===== config.mk =====
export PLATFORM = sky130hd
export DESIGN_NAME = disp_arbiter
export DESIGN_NICKNAME = d
export VERILOG_FILES = /design/src/rtl/disp_arbiter.sv
export SDC_FILE = /design/constraint.sdc
export NUM_CORES = 1
export LEC_CHECK = 0
export ABC_AREA = 1
export CORE_UTILIZATION = 51
export CTS_BUF_LIST = sky130_fd_sc_hd__clkbuf_16
export DETAILED_ROUTE_END_ITERATION = 16
export PLACE_DENSITY = 0.88
export SYNTH_ARGS = -nofsm -noshare
export SYNTH_HDL_FRONTEND = slang
export SYNTH_SLANG_ARGS = --single-unit

===== constraint.sdc =====
create_clock -name clk -period 4.7 [get_ports clk]
set_input_delay 0.94 -clock clk [delete_from_list [all_inputs] [get_ports clk]]
set_output_delay 0.94 -clock clk [all_outputs]
set_load 0.005 [all_outputs]

===== src/rtl/disp_arbiter.sv =====
// Round-robin arbiter that shares the 16-bit seven-segment display value between
// up to four requesters, with a minimum ownership time counted in display ticks.
module disp_arbiter #(
  parameter int N_REQ      = 4,
  parameter int HOLD_TICKS = 500
) (
  input  logic                 clk,
  input  logic                 reset,
  input  logic                 tick,
  input  logic [N_REQ-1:0]     req,
  input  logic [16*N_REQ-1:0]  data,
  output logic [N_REQ-1:0]     gnt,
  output logic [1:0]           owner,
  output logic [15:0]          seg,
  output logic                 busy
);

  localparam int              CNT_W     = (HOLD_TICKS > 0) ? $clog2(HOLD_TICKS + 1) : 1;
  localparam logic [CNT_W-1:0] HOLD_MAX = CNT_W'(HOLD_TICKS);
  localparam logic [1:0]      OWNER_RST = 2'(N_REQ - 1);

  localparam logic [1:0] S_IDLE   = 2'd0;
  localparam logic [1:0] S_OWN    = 2'd1;
  localparam logic [1:0] S_SWITCH = 2'd2;

  logic [1:0]       state_q, state_d;
  logic [N_REQ-1:0] gnt_q, gnt_d;
  logic [1:0]       owner_q, owner_d;
  logic [15:0]      seg_q, seg_d;
  logic [CNT_W-1:0] hold_cnt_q, hold_cnt_d;

  logic             win_vld;
  logic [1:0]       win_idx;
  logic [15:0]      win_data;
  logic [15:0]      own_data;
  logic             own_req;
  logic             others_req;
  logic             expired;

  // Scan from the farthest offset down so the nearest requester after the
  // pointer is the last one written, i.e. the winner.
  always_comb begin
    win_vld = 1'b0;
    win_idx = owner_q;
    for (int off = N_REQ; off >= 1; off--) begin
      if (req[(int'(owner_q) + off) % N_REQ]) begin
        win_vld = 1'b1;
        win_idx = 2'((int'(owner_q) + off) % N_REQ);
      end
    end
  end

  always_comb begin
    own_data = '0;
    own_req  = 1'b0;
    win_data = '0;
    for (int i = 0; i < N_REQ; i++) begin
      if (owner_q == 2'(i)) begin
        own_data = data[16*i +: 16];
        own_req  = req[i];
      end
      if (win_idx == 2'(i)) win_data = data[16*i +: 16];
    end
  end

  assign others_req = |(req & ~gnt_q);
  assign expired    = (hold_cnt_q == HOLD_MAX);

  // NOTE: every next-state signal is given its hold value first so no path
  // through the case statement leaves it unassigned (which would infer a latch).
  always_comb begin
    state_d    = state_q;
    gnt_d      = gnt_q;
    owner_d    = owner_q;
    seg_d      = seg_q;
    hold_cnt_d = hold_cnt_q;
    case (state_q)
      S_IDLE: begin
        if (win_vld) begin
          state_d    = S_OWN;
          gnt_d      = {{(N_REQ-1){1'b0}}, 1'b1} << win_idx;
          owner_d    = win_idx;
          seg_d      = win_data;
          hold_cnt_d = '0;
        end
      end
      S_OWN: begin
        seg_d = own_data;
        if (tick && !expired) hold_cnt_d = hold_cnt_q + CNT_W'(1);
        // Voluntary release wins over expiry; either way the pointer stays put.
        if (!own_req || (expired && others_req)) begin
          state_d = S_SWITCH;
          gnt_d   = '0;
        end
      end
      S_SWITCH: state_d = S_IDLE;
      default: begin
        state_d = S_IDLE;
        gnt_d   = '0;
      end
    endcase
  end

  // NOTE: sequential state uses non-blocking assignments so every register
  // samples the pre-edge value of the others, independent of statement order.
  always_ff @(posedge clk) begin
    if (reset) begin
      state_q    <= S_IDLE;
      gnt_q      <= '0;
      owner_q    <= OWNER_RST;
      seg_q      <= 16'h0000;
      hold_cnt_q <= '0;
    end else begin
      state_q    <= state_d;
      gnt_q      <= gnt_d;
      owner_q    <= owner_d;
      seg_q      <= seg_d;
      hold_cnt_q <= hold_cnt_d;
    end
  end

  assign gnt   = gnt_q;
  assign owner = owner_q;
  assign seg   = seg_q;
  assign busy  = (state_q == S_OWN);

endmodule


==> flow_summary_export.csv <==
group,metric,value,unit
status,status,"finished clean",
global_route,grt.busiest_layer,"met2",
critical_path,crit_arrival,3.48,ns
timing,min_period,3.335,ns
route,route.detailed.drc,0,
job,cap_violations,0,
global_route,grt_use_total,32.85,%
timing,setup_viol,0,
power,pwr-share-clk,11.2,%
placed_design,dp_hpwl,6910,µm
final_layout,syn2layout_area_growth,34.51,%
power,internal_power,1.300,mW
timing,max_freq,0.2999,GHz
power,cellPowerDensity,710.3,mW/mm²
final_layout,diodes,0,
power,switching_share,54.10,%
die,placement_rows,27,
power,vdd_ir_drop_max,0.3811,mV
synthesis,ys_warn_count,0,
route,vias,3791,
final_layout,mostFrequentLayoutCells,"132 x nand2_1, 93 x clkdlybuf4s50_1, 71 x inv_1",
synthesis,avgSynthCellArea,5.736,µm²
critical_path,worst-endpoint-required,4.85,ns
clock_network,cts_buffers,5,
placed_design,gp_congestion,0.9015,
power,p_comb_share,72.9,%
critical_path,path_cells,"ha_1, clkinv_1, nor2_1, o31ai_1, o211ai_1, nand3_1, a21oi_1, nor2_1",
timing,setup_ws,1.365,ns
die,die_h,78.25,µm
route,drt-wirelength-per-cell,14.79,µm
power,power.total,2.833,mW
die,ioPinCount,94,
global_route,grt_pass1_vias,3538,
timing,slew_violations,0,
clock_network,clock_latency,0.28,ns
timing,fin_crit_sh,70.96,%
critical_path,max_stage_delay,0.79,ns
timing,fin_skew,0.003773,ns
power,seq_power_share,15.9,%
final_layout,layout_commonest_cell,"nand2_1",
global_route,grtUsageMet2,55.53,%
synthesis,ys_ff_latch,33,
clock_network,path_clk_slew,0.06,ns
critical_path,crit_buf_inv,1,
clock_network,cts.sinks,33,
clock_network,cts_hold_buf,0,
route,drt.antenna.violating_nets,0,
timing,slew_headroom,29.13,%
timing,worst_hold_slack,0.4508,ns
timing,finalSetupTns,0,ns
synthesis,syn_nets,594,
final_layout,finalNetCount,669,
global_route,grt_max_degree,35,
route,drtPass1Iterations,5,
route,vias_per_cell,5.701,
die,core,0.005540,mm²
critical_path,cp-end-kind,"flop",
global_route,grt_pass1_wl,16060,µm
global_route,grt_util_met1,40.18,%
route,totalWireLength,9835,µm
die,die_area,0.006123,mm²
synthesis,syn_inst,517,
placed_design,io_buffers,93,
global_route,use_met3,6.512,%
critical_path,critical_path.top_delay_family,"buffers and inverters",
power,power_switching,1.533,mW
clock_network,cts_buffer_depth,2,
synthesis,synth_cell_types,35,
synthesis,yosysSeqAreaShare,22.28,%
placed_design,dp_slack,1.355,ns
clock_network,cts_resized,0,
clock_network,cts_setup_buffers,0,
timing,worst_pin_slew,1.063,ns
critical_path,crit_fanout,18,
die,initial_core_util,53.52,%
final_layout,drive_gt1_share,3.373,%
worst_hold_path,hp-class,"reg2reg",
clock_network,cts_tree,"yes",
global_route,gr-total-overflow,0,
critical_path,worstSetupPathType,"reg2reg",
critical_path,startpoint_type,"flop",
clock_network,htreeDepth,2,
timing,finalHoldViolations,0,
clock_network,cts_root_buf,"clkbuf_16",
power,cellLeakagePower,1.890,nW
global_route,antenna_found_initial,0,
die,fp.dieW,78.25,µm
critical_path,crit_slowest_cell,"clkinv_1",
critical_path,critPathMostFrequentCell,"nor2_1",
synthesis,syn_area,0.002965,mm²
timing,rsz0062_at_grt,"no",
route,initialDrtViolationCount,365,
flip-flops by register name, summed over array words and instances (netlist names):
| signal | cells |
|---|---|
| gnt | 4 |
| state_q | 2 |
| owner | 2 |
| hold_cnt_q | 9 |
| seg | 16 |
power by group through the flow:
stage | Sequential (mW) | Combinational (mW) | Clock [mW]
detailed placement | 0.453 | 2.00 | 0
finish | 0.452 | 2.06 | 0.317
global route | 0.464 | 2.30 | 0.327
global placement | 0.457 | 1.94 | 0
floorplan | 0.436 | 1.51 | 0
CTS | 0.451 | 2.02 | 0.316
cell families after synthesis:
| group | count (synthesis) | share of synthesized area, % |
|---|---|---|
| simple gates | 224 | 33.04 |
| fa+ha+maj | 6 | 2.532 |
| compound gates | 141 | 26.08 |
| flops | 33 | 22.28 |
| buf+inv | 112 | 15.78 |
| xor+xnor | 1 | 0.2954 |
synthesized netlist by cell type:
cell	n	area share, %
nor2_1	12	1.5
o31ai_1	1	0.25
nand3_2	2	0.68
nor2_4	2	0.76
and3_1	1	0.21
buf_1	1	0.13
a22oi_1	8	2.0
nand2_1	132	17
o22ai_1	2	0.42
clkbuf_1	15	1.9
buf_6	4	1.5
xor2_1	1	0.30
nor2_2	1	0.21
a21oi_4	1	0.55
nand3_1	61	10
and2_1	2	0.42
clkinv_1	13	1.6
nand2_2	4	0.84
buf_4	3	0.76
nand4_1	3	0.63
o21ai_2	1	0.30
a21oi_1	64	11
dfxtp_1	33	22
inv_4	1	0.21
o211ai_1	2	0.51
a21o_1	8	2.0
nor3_1	3	0.51
inv_2	1	0.13
ha_1	6	2.5
buf_2	3	0.51
o21ai_1	1	0.17
nor3b_1	1	0.25
a211oi_1	1	0.25
o21ai_0	52	8.8
inv_1	71	9.0
worst reg2reg max path: cells and delay by family (launching register included):
family                   cells  cell delay, ns
buffers and inverters        1            0.79
adder cells (fa/ha/maj)      1            0.78
flip-flops                   1            0.62
AND/OR/NAND/NOR              3            0.53
AO/OA/AOI/OAI                3            0.48
worst paths after layout:
path	cells after the start	start	end	slack, ns
max	8	owner[0]$_SDFFE_PP1P_	gnt[3]$_SDFFE_PP0P_	1.37
min	2	hold_cnt_q[7]$_SDFFE_PP0P_	hold_cnt_q[7]$_SDFFE_PP0P_	0.45
max reg2reg	8	owner[0]$_SDFFE_PP1P_	gnt[3]$_SDFFE_PP0P_	1.37
min reg2reg	2	hold_cnt_q[7]$_SDFFE_PP0P_	hold_cnt_q[7]$_SDFFE_PP0P_	0.45
through the flow:
step / cell area, µm² / std cells / util [%]
floorplan: 2965 / 517 / -
global placement: 3851 / 657 / 69.51
detailed placement: 3851 / 657 / 69.51
CTS: 3989 / 665 / 72.00
global route: 3989 / 665 / 72.00
finish: 3989 / 665 / 72.00
layout make-up:
type | count | area (µm²)
inverter | 86 | 325.3
clock buffer | 5 | 125.1
multi-input combinational | 372 | 1837
clock inverter | 3 | 12.51
timing repair buffer | 94 | 938.4
fill | 472 | 1551
tap | 72 | 90.09
sequential | 33 | 660.6
layer usage:
metal / up-vias / share of wire (%)
li1: 1840 / -
met5: - / 0
met2: 248 / 46
met3: 34 / 10
met1: 1669 / 40
met4: 0 / 3.3
Power figures use the tool's default switching activity.
